[config.mk]
export PLATFORM = sky130hd
export DESIGN_NAME = pipe_stage_skid_flat
export DESIGN_NICKNAME = d
export VERILOG_FILES = /design/src/rtl/pipe_stage_skid_if.sv /design/src/rtl/pipe_stage_skid.sv /design/src/flat_wrapper.sv
export SDC_FILE = /design/constraint.sdc
export NUM_CORES = 1
export LEC_CHECK = 0
export CAP_MARGIN = 20
export CORE_ASPECT_RATIO = 1.1
export CORE_MARGIN = 2
export CORE_UTILIZATION = 51
export CTS_BUF_LIST = sky130_fd_sc_hd__clkbuf_4 sky130_fd_sc_hd__clkbuf_8 sky130_fd_sc_hd__clkbuf_16
export DETAILED_ROUTE_END_ITERATION = 10
export GPL_TIMING_DRIVEN = 0
export PLACE_DENSITY = 0.79
export SETUP_SLACK_MARGIN = 0.4
export SLEW_MARGIN = 5
export SYNTH_ARGS = -nofsm -noshare
export SYNTH_HDL_FRONTEND = slang
export SYNTH_SLANG_ARGS = --single-unit
[constraint.sdc]
create_clock -name clk -period 3.98 [get_ports clk]
set_input_delay 0.398 -clock clk [delete_from_list [all_inputs] [get_ports clk]]
set_output_delay 0.398 -clock clk [all_outputs]
set_load 0.005 [all_outputs]
[src/rtl/pipe_stage_skid_if.sv]
`default_nettype none
// ============================================================================
// Module      : pipe_stage_skid_if
// Description : Handshake bundle for one pipe_stage_skid boundary.
//               Upstream side : in_valid / in_ready / in_data / in_ctrl /
//                               in_instr, plus the bubble and flush controls.
//               Downstream    : out_valid / out_ready / out_data / out_ctrl /
//                               out_instr, plus the occupancy status.
//               modport master : the environment (drives inputs, observes
//                                outputs).
//               modport slave  : the pipeline stage itself.
// Revision    : 1.0  initial release
// ============================================================================
interface pipe_stage_skid_if #(
  parameter int DATA_W  = 16,
  parameter int CTRL_W  = 16,
  parameter int INSTR_W = 16
) ();

  // upstream handshake
  logic               in_valid;
  logic               in_ready;
  logic [DATA_W-1:0]  in_data;
  logic [CTRL_W-1:0]  in_ctrl;
  logic [INSTR_W-1:0] in_instr;

  // stage controls
  logic               bubble;
  logic               flush;

  // downstream handshake
  logic               out_valid;
  logic               out_ready;
  logic [DATA_W-1:0]  out_data;
  logic [CTRL_W-1:0]  out_ctrl;
  logic [INSTR_W-1:0] out_instr;

  // status
  logic [1:0]         occupancy;

  modport master (
    output in_valid, in_data, in_ctrl, in_instr, bubble, flush, out_ready,
    input  in_ready, out_valid, out_data, out_ctrl, out_instr, occupancy
  );

  modport slave (
    input  in_valid, in_data, in_ctrl, in_instr, bubble, flush, out_ready,
    output in_ready, out_valid, out_data, out_ctrl, out_instr, occupancy
  );

endinterface
`default_nettype wire

[src/rtl/pipe_stage_skid.sv]
`default_nettype none
// ============================================================================
// Module      : pipe_stage_skid
// Description : Inter-stage pipeline register (IF/ID, ID/EX, EX/MEM, MEM/WB)
//               with a one-entry skid buffer. in_ready depends on registered
//               state only, so out_ready never has a combinational path to
//               in_ready. Supports bubble injection (NOP instruction, masked
//               control bits cleared) and flush (stage emptied, offered
//               entry dropped).
// Ports       : clk        clock, rising edge
//               rst        asynchronous active-high reset
//               bus.slave  handshake bundle (see pipe_stage_skid_if)
//                 in_valid/in_ready/in_data/in_ctrl/in_instr  upstream
//                 bubble  accepted entry becomes a NOP bubble
//                 flush   discard held entries and any offered entry
//                 out_valid/out_ready/out_data/out_ctrl/out_instr downstream
//                 occupancy  held entries 0..2
// Revision    : 1.0  initial release
// ============================================================================
module pipe_stage_skid #(
  parameter int                  DATA_W         = 16,
  parameter int                  CTRL_W         = 16,
  parameter int                  INSTR_W        = 16,
  parameter logic [INSTR_W-1:0]  NOP_INSTR      = INSTR_W'(16'h0800),
  parameter logic [CTRL_W-1:0]   CTRL_KILL_MASK = {CTRL_W{1'b1}}
) (
  input  logic                clk,
  input  logic                rst,
  pipe_stage_skid_if.slave    bus
);

  // --------------------------------------------------------------------------
  // State encoding doubles as the occupancy count.
  // --------------------------------------------------------------------------
  typedef enum logic [1:0] {
    EMPTY = 2'd0,
    FULL  = 2'd1,
    SKID  = 2'd2
  } state_t;

  state_t             r_state;

  // head = entry presented downstream; skid = second entry caught while
  // the head was stalled
  logic [DATA_W-1:0]  r_head_data;
  logic [CTRL_W-1:0]  r_head_ctrl;
  logic [INSTR_W-1:0] r_head_instr;
  logic [DATA_W-1:0]  r_skid_data;
  logic [CTRL_W-1:0]  r_skid_ctrl;
  logic [INSTR_W-1:0] r_skid_instr;

  logic               w_in_ready;
  logic               w_out_valid;
  logic               w_in_fire;
  logic               w_out_fire;

  logic [DATA_W-1:0]  w_entry_data;
  logic [CTRL_W-1:0]  w_entry_ctrl;
  logic [INSTR_W-1:0] w_entry_instr;

  // --------------------------------------------------------------------------
  // Handshake decode. Both ready and valid come straight from r_state.
  // --------------------------------------------------------------------------
  assign w_in_ready  = (r_state != SKID);
  assign w_out_valid = (r_state != EMPTY);
  assign w_in_fire   = bus.in_valid & w_in_ready;
  assign w_out_fire  = w_out_valid & bus.out_ready;

  // --------------------------------------------------------------------------
  // Entry formation: a bubble keeps its data, clears the kill-masked control
  // bits and substitutes the NOP instruction, but stays a valid entry.
  // --------------------------------------------------------------------------
  assign w_entry_data  = bus.in_data;
  assign w_entry_ctrl  = bus.bubble ? (bus.in_ctrl & ~CTRL_KILL_MASK) : bus.in_ctrl;
  assign w_entry_instr = bus.bubble ? NOP_INSTR : bus.in_instr;

  // --------------------------------------------------------------------------
  // Stage FSM and storage.
  // Flush has highest priority; an out_fire in the flush cycle has already
  // been consumed downstream, so nothing needs to be retained.
  // --------------------------------------------------------------------------
  always_ff @(posedge clk or posedge rst) begin
    if (rst) begin
      r_state      <= EMPTY;
      r_head_data  <= '0;
      r_head_ctrl  <= '0;
      r_head_instr <= NOP_INSTR;
      r_skid_data  <= '0;
      r_skid_ctrl  <= '0;
      r_skid_instr <= NOP_INSTR;
    end else if (bus.flush) begin
      r_state <= EMPTY;
    end else begin
      case (r_state)
        EMPTY: begin
          if (w_in_fire) begin
            r_state      <= FULL;
            r_head_data  <= w_entry_data;
            r_head_ctrl  <= w_entry_ctrl;
            r_head_instr <= w_entry_instr;
          end
        end

        FULL: begin
          if (w_in_fire && w_out_fire) begin
            // head leaves and is replaced in the same cycle
            r_head_data  <= w_entry_data;
            r_head_ctrl  <= w_entry_ctrl;
            r_head_instr <= w_entry_instr;
          end else if (w_out_fire) begin
            r_state <= EMPTY;
          end else if (w_in_fire) begin
            // downstream stalled: park the newcomer behind the head
            r_state      <= SKID;
            r_skid_data  <= w_entry_data;
            r_skid_ctrl  <= w_entry_ctrl;
            r_skid_instr <= w_entry_instr;
          end
        end

        SKID: begin
          // in_ready is low here, so only draining is possible
          if (w_out_fire) begin
            r_state      <= FULL;
            r_head_data  <= r_skid_data;
            r_head_ctrl  <= r_skid_ctrl;
            r_head_instr <= r_skid_instr;
          end
        end

        default: begin
          r_state <= EMPTY;
        end
      endcase
    end
  end

  // --------------------------------------------------------------------------
  // Outputs. Control and instruction are masked to their idle values when
  // nothing is held, so a stale head never leaks RegWrite-style bits.
  // --------------------------------------------------------------------------
  assign bus.in_ready  = w_in_ready;
  assign bus.out_valid = w_out_valid;
  assign bus.out_data  = r_head_data;
  assign bus.out_ctrl  = w_out_valid ? r_head_ctrl  : '0;
  assign bus.out_instr = w_out_valid ? r_head_instr : NOP_INSTR;
  assign bus.occupancy = r_state;

endmodule
`default_nettype wire
[src/flat_wrapper.sv]
// flat-port wrapper written by rule: the top's interface ports become plain ports
module pipe_stage_skid_flat 
#(
  parameter int                  DATA_W         = 16,
  parameter int                  CTRL_W         = 16,
  parameter int                  INSTR_W        = 16,
  parameter logic [INSTR_W-1:0]  NOP_INSTR      = INSTR_W'(16'h0800),
  parameter logic [CTRL_W-1:0]   CTRL_KILL_MASK = {CTRL_W{1'b1}}
)
  (clk, rst, bus_in_valid, bus_in_data, bus_in_ctrl, bus_in_instr, bus_bubble, bus_flush, bus_out_ready, bus_in_ready, bus_out_valid, bus_out_data, bus_out_ctrl, bus_out_instr, bus_occupancy);
  pipe_stage_skid_if #(.DATA_W(DATA_W), .CTRL_W(CTRL_W), .INSTR_W(INSTR_W)) bus_i ();
  input  logic clk;
  input  logic rst;
  input wire logic [$bits(bus_i.in_valid)-1:0] bus_in_valid;
  input wire logic [$bits(bus_i.in_data)-1:0] bus_in_data;
  input wire logic [$bits(bus_i.in_ctrl)-1:0] bus_in_ctrl;
  input wire logic [$bits(bus_i.in_instr)-1:0] bus_in_instr;
  input wire logic [$bits(bus_i.bubble)-1:0] bus_bubble;
  input wire logic [$bits(bus_i.flush)-1:0] bus_flush;
  input wire logic [$bits(bus_i.out_ready)-1:0] bus_out_ready;
  output wire logic [$bits(bus_i.in_ready)-1:0] bus_in_ready;
  output wire logic [$bits(bus_i.out_valid)-1:0] bus_out_valid;
  output wire logic [$bits(bus_i.out_data)-1:0] bus_out_data;
  output wire logic [$bits(bus_i.out_ctrl)-1:0] bus_out_ctrl;
  output wire logic [$bits(bus_i.out_instr)-1:0] bus_out_instr;
  output wire logic [$bits(bus_i.occupancy)-1:0] bus_occupancy;
  assign bus_i.in_valid = bus_in_valid;
  assign bus_i.in_data = bus_in_data;
  assign bus_i.in_ctrl = bus_in_ctrl;
  assign bus_i.in_instr = bus_in_instr;
  assign bus_i.bubble = bus_bubble;
  assign bus_i.flush = bus_flush;
  assign bus_i.out_ready = bus_out_ready;
  assign bus_in_ready = bus_i.in_ready;
  assign bus_out_valid = bus_i.out_valid;
  assign bus_out_data = bus_i.out_data;
  assign bus_out_ctrl = bus_i.out_ctrl;
  assign bus_out_instr = bus_i.out_instr;
  assign bus_occupancy = bus_i.occupancy;
  pipe_stage_skid #(.DATA_W(DATA_W), .CTRL_W(CTRL_W), .INSTR_W(INSTR_W), .NOP_INSTR(NOP_INSTR), .CTRL_KILL_MASK(CTRL_KILL_MASK)) u_core (.clk(clk), .rst(rst), .bus(bus_i));
endmodule
==> results of run 1 <==
## layout by cell type (no fill, tap or decap), drive strengths merged
cell type	synthesis	layout
nand3	1	1
clkdlybuf4s50	0	105
nor2b	63	63
or2	2	2
or3b	1	1
a21boi	1	1
a21oi	1	1
buf	16	17
dfrtp	96	96
o31ai	1	1
inv	2	4
bufinv	0	1
dfstp	2	2
mux2	144	144
clkbuf	6	17
nand2b	1	1
clkinv	0	2
nand4bb	1	1
nand2	2	2
nor2	3	3
o21ba	1	1
mux2i	1	1
## routing by layer
metal  part of all wire, %  global-route usage, %  wire [µm]  vias to the layer above
li1                      -                      -          -                     1423
met1                    46                   26.1       4520                     1533
met2                    49                   33.8       4810                       68
met3                   3.7                   3.62        363                       12
met4                   1.2                   5.63        113                        0
met5                     0                      0          0                        -
## cells by family after synthesis
| logic type | synth area share (%) |
|---|---|
| flops | 50.6 |
| simple gates | 9.41 |
| compound gates | 0.903 |
| mux | 35.2 |
| buf+inv | 3.89 |
## metrics by stage
| stage | hold slack (ns) | TNS [ns] | worst slack (ns) | cells |
|---|---|---|---|---|
| floorplan | 0.473 | 0 | 1.02 | 345 |
| global placement | 0.483 | -48.54 | -0.511 | 567 |
| detailed placement | 0.488 | 0 | 1.54 | 568 |
| CTS | 0.443 | 0 | 1.12 | 584 |
| global route | 0.479 | 0 | 1.04 | 584 |
| finish | 0.435 | 0 | 1.18 | 584 |
## registers in the layout, indices dropped and copies added (netlist names)
| signal | flops |
|---|---|
| u_core.r_head_ctrl | 16 |
| u_core.r_skid_instr | 16 |
| u_core.r_head_instr | 16 |
| u_core.r_skid_data | 16 |
| u_core.r_skid_ctrl | 16 |
| u_core.bus.occupancy | 2 |
| u_core.bus.out_data | 16 |
## worst max-delay path: cells and delay by family (launching register included)
family,cells,cell delay [ns]
buffers and inverters,2,0.90
AND/OR/NAND/NOR,2,0.64
flip-flops,1,0.49
## area by class of cell
| type | count | share of cell area [%] |
|---|---|---|
| clock inverters | 5 | 0.976 |
| multi-input cells | 223 | 35.1 |
| flip-flops and latches | 98 | 39.1 |
| plain buffers | 22 | 2.89 |
| clock buffers | 11 | 2.31 |
| inverters | 2 | 0.159 |
| repair buffers | 106 | 17.2 |
| well taps | 117 | 2.33 |
## worst max path at each step
stage,endpoint,cells past startpoint
floorplan,u_core.bus.occupancy[0]$_DFFE_PP0P_,1
global placement,u_core.r_head_ctrl[11]$_DFFE_PP0P_,2
detailed placement,bus_out_instr[11],4
CTS,bus_out_instr[11],4
global route,bus_out_instr[11],4
finish,bus_out_instr[11],4
## where the power goes
group / switching (mW) / internal (mW) / leakage, nW
Clock: 0.349 / 0.320 / 0.108
Combinational: 0.188 / 0.410 / 1.42
Sequential: 0.103 / 1.20 / 1.24
==> qor.yml, run 1 <==
tightestPinTransition_ns: 0.552
port_buffers: 105
cts_tree: "done"
grt_pass1_wl_um: 16400
synth_edf_count: 0
fin_crit_sh_pct: 70.2
startpoint: "u_core.bus.occupancy[0]$_DFFE_PP0P_"
synth_top_area_share_pct: 49.5
htree_num_levels: 3
syn_area_um2: 4850
yosys_warnings: 0
synth.avg_cell_area_um2: 14.1
synth_nets: 399
cp-start-kind: "flip-flop"
grt_use_total_pct: 19.8
dpl_cell_area_um2: 6080
die_w_um: 97.0
drt-total-wl_um: 9810
setup.worst_path.end_class: "primary output"
fp.dieArea_um2: 10300
ir_drop_mv: 0.223
ant_nets: 0
synthTopCellsByArea: "dfrtp_1 (50%), mux2_2 (29%), nor2b_1 (8.1%), mux2_4 (6.2%), buf_6 (1.6%)"
rrSetupSlack_ns: 2.20
cap_violations: 0
grt_setup_unrepaired: "no"
crit_slowest_cell: "dfrtp_1"
die_h_um: 106
synthArstFlopShare_pct: 100
finalPower_mw: 2.57
cts.sinks: 98
io_pins: 106
drt-initial-drc-count: 40
final_util_pct: 67.5
gp_congestion: 0.777
slew_headroom_pct: 63.2
status: "finished, final reports clean"
hp-class: "in -> async"
powerDensity_nw_per_um2: 409
antenna_found_initial: 0
fp-row-count: 37
clockBufferDepth: 2
yosysSeqAreaShare_pct: 50.6
crit_type: "reg -> out"
regArea_um2: 2450
num_vias: 3036
reg2reg_from: "u_core.bus.occupancy[1]$_DFFE_PP0P_"
hold_viol: 0
post-synth-top-area-cell: "dfrtp_1"
path_clk_slew_ns: 0.10
critical_path_peak_fanout: 10
design_area_um2: 6280
cts-buffers-inserted: 9
synthCells: 345
fill_cells: 681
max_freq_ghz: 0.358
hold_buffers: 0
ys.flop_type: "dfrtp_1"
cp_slowest_stage_delay_ns: 0.49
multiInputGateArea_um2: 2210
dp_hpwl_um: 6970
setup_violations: 0
synth_common_cells: "mux2_2 (124), dfrtp_1 (96), nor2b_1 (63)"
nets: 516
clk_latency_ns: 0.36
root_buffer: "clkbuf_8"
ys_ff_latch: 98
r2r_cells: 5
synth.most_common_cell: "mux2_2"
grt_max_degree: 59
postCtsSetupRepairBufs: 0
grt_pass1_vias: 3352
drc: 0
core-area_um2: 9310
antenna_cells: 0
grt-ovfl-total: 0
routed_via_density: 5.20
fin_worst_skew_ns: 0.0134
firstDrtPassIters: 4
start_util_pct: 52.1
critPathRequiredTime_ns: 3.58
min_period_ns: 2.80
area_growth_pct: 29.6
path_cells: "nor2_1, clkbuf_1, or2_2, clkdlybuf4s50_1"
p_leak_nw: 2.77
cts-resized-gates: 0
arrival_ns: 2.40
layout-drive-gt1-share_pct: 39.6
drv_slew: 0
rr_endpoint: "u_core.r_skid_instr[8]$_DFFE_PP0P_"
routedWlPerCell_um: 16.8
yosysUniqueCellTypes: 23
No activity file was read; power rests on OpenSTA's default activity.
==> run 2: changes to the inputs <==
==> constraint.sdc (replaced) <==
create_clock -name clk -period 2.7 [get_ports clk]
set_input_delay 0.27 -clock clk [delete_from_list [all_inputs] [get_ports clk]]
set_output_delay 0.27 -clock clk [all_outputs]
set_load 0.005 [all_outputs]
==> qor.yml, run 2 (synthesized netlist as in run 1, its figures left out) <==
firstDrtPassIters: 3  # -1
drt-total-wl_um: 9640  # -1.7%
path_cells: "nor2_4, clkbuf_4, or2_2, clkdlybuf4s50_1"
fp-row-count: 37  # unchanged
dr_wl_met2_um: 4740  # -1.6%
crit_family: "buffers and inverters"
port_buffers: 105  # unchanged
cts.sinks: 98  # unchanged
drc: 0  # unchanged
root_buffer: "clkbuf_8"
core-area_um2: 9310  # unchanged
dpl_cell_area_um2: 6090  # +0.23%
layout_commonest_cell: "mux2_2"
fill_cells: 685  # +0.59%
gp_congestion: 0.710  # -8.6%
path_clk_slew_ns: 0.10  # about the same
fin_crit_sh_pct: 81.0
num_vias: 3021  # -0.49%
grt-ovfl-total: 0  # unchanged
p_leak_nw: 2.78  # +0.41%
setup.worst_path.end_class: "primary output"
ir_drop_mv: 0.307  # +37%
grt_pass1_wl_um: 16100  # -1.8%
final_cell_mix: "mux2_2 (124), clkdlybuf4s50_1 (105), dfrtp_1 (94)"
min_period_ns: 2.19
finalPower_mw: 3.81  # +48%
whs_ns: 0.380  # -0.0544 ns
met1Wirelength_um: 4360  # -3.7%
io_pins: 106  # unchanged
drv_slew: 0  # unchanged
fp.dieArea_um2: 10300  # unchanged
dp.cells: 569  # +0.18%
crit_slowest_cell: "dfrtp_2"
antenna_found_initial: 0  # unchanged
crit_type: "reg -> out"
r2r_cells: 5  # unchanged
hold_viol: 0  # unchanged
antenna_cells: 0  # unchanged
arrival_ns: 1.92  # -0.48 ns
die_w_um: 97.0  # unchanged
wl_met3_um: 415  # +14%
critPathRequiredTime_ns: 2.43  # -1.15 ns
area_growth_pct: 30.3
fin_worst_skew_ns: 0.0132  # -0.000165 ns
grt_setup_unrepaired: "no"
maxUsedRoutingLayer: "met4"
cp_slowest_stage_delay_ns: 0.49  # about the same
critical_path_peak_fanout: 10  # unchanged
slew_headroom_pct: 51.0  # -12 points
path_buf_inv: 2  # unchanged
stdcell_count: 585  # +0.17%
routedWlPerCell_um: 16.5  # -1.9%
cp.depth: 4  # unchanged
grt_pass1_vias: 3255  # -2.9%
dp_hpwl_um: 6760  # -3.0%
cap_violations: 0  # unchanged
htree_num_levels: 3  # unchanged
drt-initial-drc-count: 76  # +90%
tightestPinTransition_ns: 0.734  # +0.182 ns
powerDensity_nw_per_um2: 603  # +47%
hold_buffers: 0  # unchanged
clk_latency_ns: 0.36  # about the same
setup_violations: 0  # unchanged
max_freq_ghz: 0.457
hp-class: "in -> async"
design_area_um2: 6320  # +0.58%
routed_via_density: 5.16  # -0.66%
status: "finished, final reports clean"
cts-buffers-inserted: 9  # unchanged
ant_nets: 0  # unchanged
rrSetupSlack_ns: 0.93  # -1.27 ns
grt_max_degree: 41  # -31%
finalSetupTns_ns: 0  # unchanged
layout-drive-gt1-share_pct: 41.0  # +1.4 points
die_h_um: 106  # unchanged
cts_tree: "done"
clockBufferDepth: 2  # unchanged
cp-start-kind: "flip-flop"
grt_use_total_pct: 19.5  # -0.35 points
start_util_pct: 52.1  # unchanged
nets: 517  # +0.19%
==> run 2: cell types whose count changed in the layout (fill, tap and decap cells not counted), moves of 2 or more <==
cell,change
buf_12,+2
clkbuf_1,-3
dfrtp_2,+2
dfrtp_1,-2
==> run 2: per-stage QoR <==
stage	worst slack (ns)	util (%)
4_1_cts	0.421	67.9
6_report	0.513	67.9
2_1_floorplan	1.13	-
3_5_place_dp	0.416	65.5
3_3_place_gp	0.229	65.0
5_1_grt	0.404	67.9
==> run 2: layout make-up <==
| cell class | instances | area, µm² | share of cell area (%) |
|---|---|---|---|
| clock inverters | 5 | 61.3 | 0.970 |
| flip-flops and latches | 98 | 2460 | 38.9 |
| multi-input cells | 223 | 2210 | 35.0 |
| repair buffers | 107 | 1090 | 17.3 |
| inverters | 2 | 11.3 | 0.178 |
| well taps | 117 | 146 | 2.32 |
| plain buffers | 22 | 188 | 2.97 |
| clock buffers | 11 | 151 | 2.40 |
==> run 2: where the power goes <==
part | leakage [nW] | internal, mW | switching [mW] | total (mW)
sequential | 1.24 | 1.78 | 0.148 | 1.92
combinational | 1.43 | 0.608 | 0.275 | 0.883
clock | 0.110 | 0.485 | 0.520 | 1.00
==> run 2: final timing paths <==
path,startpoint,to
hold reg to reg,u_core.r_head_instr[12]$_DFFE_PP0P_,u_core.r_head_instr[12]$_DFFE_PP0P_
min in group clk,u_core.r_head_instr[12]$_DFFE_PP0P_,u_core.r_head_instr[12]$_DFFE_PP0P_
hold / removal,rst,u_core.bus.out_data[2]$_DFFE_PP0P_
setup reg to reg,u_core.bus.occupancy[1]$_DFFE_PP0P_,u_core.r_skid_instr[9]$_DFFE_PP0P_
setup / recovery,u_core.bus.occupancy[0]$_DFFE_PP0P_,bus_out_instr[11]
max in group asynchronous,rst,u_core.r_head_instr[11]$_DFFE_PP1P_
==> run 2: repair_timing <==
action | CTS | global route
resized for setup | 6 | 3
endpoints found under the setup margin | 30 | 18
buffers inserted | 0 | 0
==> run 2: routing by layer <==
metal  vias up  GRT usage [%]
met4         0           5.73
met3        14           4.08
li1       1420              -
met5         -              0
met1      1517           26.1
met2        70           32.2
==> run 3: changes to the inputs <==
==> constraint.sdc (replaced) <==
create_clock -name clk -period 2.1 [get_ports clk]
set_input_delay 0.21 -clock clk [delete_from_list [all_inputs] [get_ports clk]]
set_output_delay 0.21 -clock clk [all_outputs]
set_load 0.005 [all_outputs]
==> qor.yml, run 3 (synthesized netlist as in run 1, its figures left out) <==
tightestPinTransition_ns: 0.727  # -0.00721 ns
finalSetupTns_ns: 0  # unchanged
grt-ovfl-total: 0  # unchanged
whs_ns: 0.326  # -0.0547 ns
dp_hpwl_um: 6760  # unchanged
grt_pass1_vias: 3415  # +4.9%
min_period_ns: 1.94
grt_pass1_wl_um: 17500  # +8.8%
fin_worst_skew_ns: 0.0191  # +0.00590 ns
crit_type: "reg -> reg"
drc: 0  # unchanged
setup_violations: 0  # unchanged
ant_nets: 0  # unchanged
fp.dieArea_um2: 10300  # unchanged
p_leak_nw: 3.34  # +20%
drt-initial-drc-count: 92  # +21%
routedWlPerCell_um: 18.0  # +9.2%
critPathRequiredTime_ns: 2.34  # -0.09 ns
port_buffers: 105  # unchanged
clk_latency_ns: 0.37  # about the same
io_pins: 106  # unchanged
drt-total-wl_um: 11400  # +18%
stdcell_count: 634  # +8.4%
firstDrtPassIters: 4  # +1
clockBufferDepth: 2  # unchanged
slew_headroom_pct: 51.5  # +0.48 points
grt_setup_unrepaired: "yes"
design_area_um2: 7070  # +12%
hp-class: "in -> async"
hold_buffers: 0  # unchanged
die_w_um: 97.0  # unchanged
crit_slowest_cell: "dfrtp_2"
cap_violations: 0  # unchanged
fin_ws_ns: 0.160  # -0.353 ns
arrival_ns: 2.18  # +0.26 ns
gp_congestion: 0.710  # unchanged
hold_viol: 0  # unchanged
dpl_cell_area_um2: 6090  # unchanged
num_vias: 3272  # +8.3%
htree_num_levels: 3  # unchanged
final_cell_mix: "mux2_2 (114), dfrtp_1 (94), clkdlybuf4s50_1 (69)"
reg2reg_from: "u_core.bus.occupancy[1]$_DFFE_PP0P_"
setup.worst_path.end_class: "flip-flop"
cp-start-kind: "flip-flop"
path_cells: "buf_6, buf_6, buf_4, buf_6, nor2b_4, nand3_4, buf_12, buf_12, mux2_4"
die_h_um: 106  # unchanged
ir_drop_mv: 0.381  # +24%
cp_slowest_stage_delay_ns: 0.46  # -0.03 ns
crit_top_cell: "buf_6"
grt_use_total_pct: 21.3  # +1.8 points
start_util_pct: 52.1  # unchanged
layout_commonest_cell: "mux2_2"
antenna_cells: 0  # unchanged
path_clk_slew_ns: 0.11  # about the same
fp-row-count: 37  # unchanged
fin_crit_sh_pct: 92.4
nets: 566  # +9.5%
routed_via_density: 5.16  # about the same
r2r_cells: 9  # +4
finalPower_mw: 5.17  # +36%
drv_slew: 0  # unchanged
root_buffer: "clkbuf_8"
area_growth_pct: 45.7
cts-buffers-inserted: 9  # unchanged
final_util_pct: 75.9  # +8.0 points
max_freq_ghz: 0.515
layout-drive-gt1-share_pct: 55.5  # +14 points
antenna_found_initial: 0  # unchanged
critical_path_peak_fanout: 6  # -4
cts_tree: "done"
dp.cells: 569  # unchanged
status: "finished, final reports clean"
rr_endpoint: "u_core.r_skid_instr[9]$_DFFE_PP0P_"
grt_max_degree: 41  # unchanged
cts.sinks: 98  # unchanged
core-area_um2: 9310  # unchanged
rrSetupSlack_ns: 0.16  # -0.77 ns
powerDensity_nw_per_um2: 732  # +21%
place_ws_ns: -0.124  # -0.540 ns
[run 3: changes by cell type in the layout (fill, tap and decap cells not counted), sizes merged]
cell,previous run,this run
dlymetal6s2s,0,2
dlygate4sd2,0,3
clkdlybuf4s50,105,69
buf,19,86
clkbuf,16,29
[run 3: area by class of cell]
cell class / instances / area, µm²
flip-flops and latches: 98 / 2460
multi-input cells: 223 / 2350
fillers: 599 / 2240
repair buffers: 156 / 1580
plain buffers: 22 / 310
clock buffers: 11 / 151
well taps: 117 / 146
clock inverters: 5 / 61.3
inverters: 2 / 11.3
[run 3: worst max path at each step]
stage                                              from                                  to  slack, ns  cells past startpoint
CTS                 u_core.bus.occupancy[1]$_DFFE_PP0P_  u_core.r_head_ctrl[14]$_DFFE_PP0P_       0.16                      7
global route        u_core.bus.occupancy[1]$_DFFE_PP0P_   u_core.r_head_ctrl[2]$_DFFE_PP0P_       0.09                      7
global placement                                    rst  u_core.r_skid_ctrl[10]$_DFFE_PP0P_      -0.31                      2
floorplan           u_core.bus.occupancy[1]$_DFFE_PP0P_  u_core.bus.out_data[0]$_DFFE_PP0P_       0.53                      5
detailed placement  u_core.bus.occupancy[0]$_DFFE_PP0P_                   bus_out_instr[11]      -0.12                      4
finish              u_core.bus.occupancy[1]$_DFFE_PP0P_  u_core.r_skid_instr[9]$_DFFE_PP0P_       0.16                      9
[run 3: critical path, delay by kind of cell, from the launching register on]
family / cells / cell delay, ns
AND/OR/NAND/NOR: 2 / 0.25
multiplexers: 1 / 0.30
buffers and inverters: 6 / 0.81
flip-flops: 1 / 0.46
[run 3: report_power, final]
part | switching (mW) | total, mW | internal (mW)
Clock | 0.689 | 1.31 | 0.623
Sequential | 0.200 | 2.48 | 2.28
Combinational | 0.435 | 1.38 | 0.941
Total | 1.32 | 5.17 | 3.85
[run 3: metal layers]
layer  up-vias  track usage [%]  part of all wire (%)
li1       1527                -                     -
met1      1654             28.0                    44
met2        76             36.3                    51
met3        15             4.27                   3.9
met4         0             5.73                   1.2
met5         -                0                     0
[run 3: what timing repair did]
| item | 4_1_cts | 5_1_grt |
|---|---|---|
| gates resized for setup | 149 | 81 |
| pin swaps | 1 | 1 |
| hold endpoints to repair | 0 | 0 |
| buffers inserted | 31 | 10 |
| cloned | 4 | 4 |
| setup endpoints to repair | 91 | 129 |
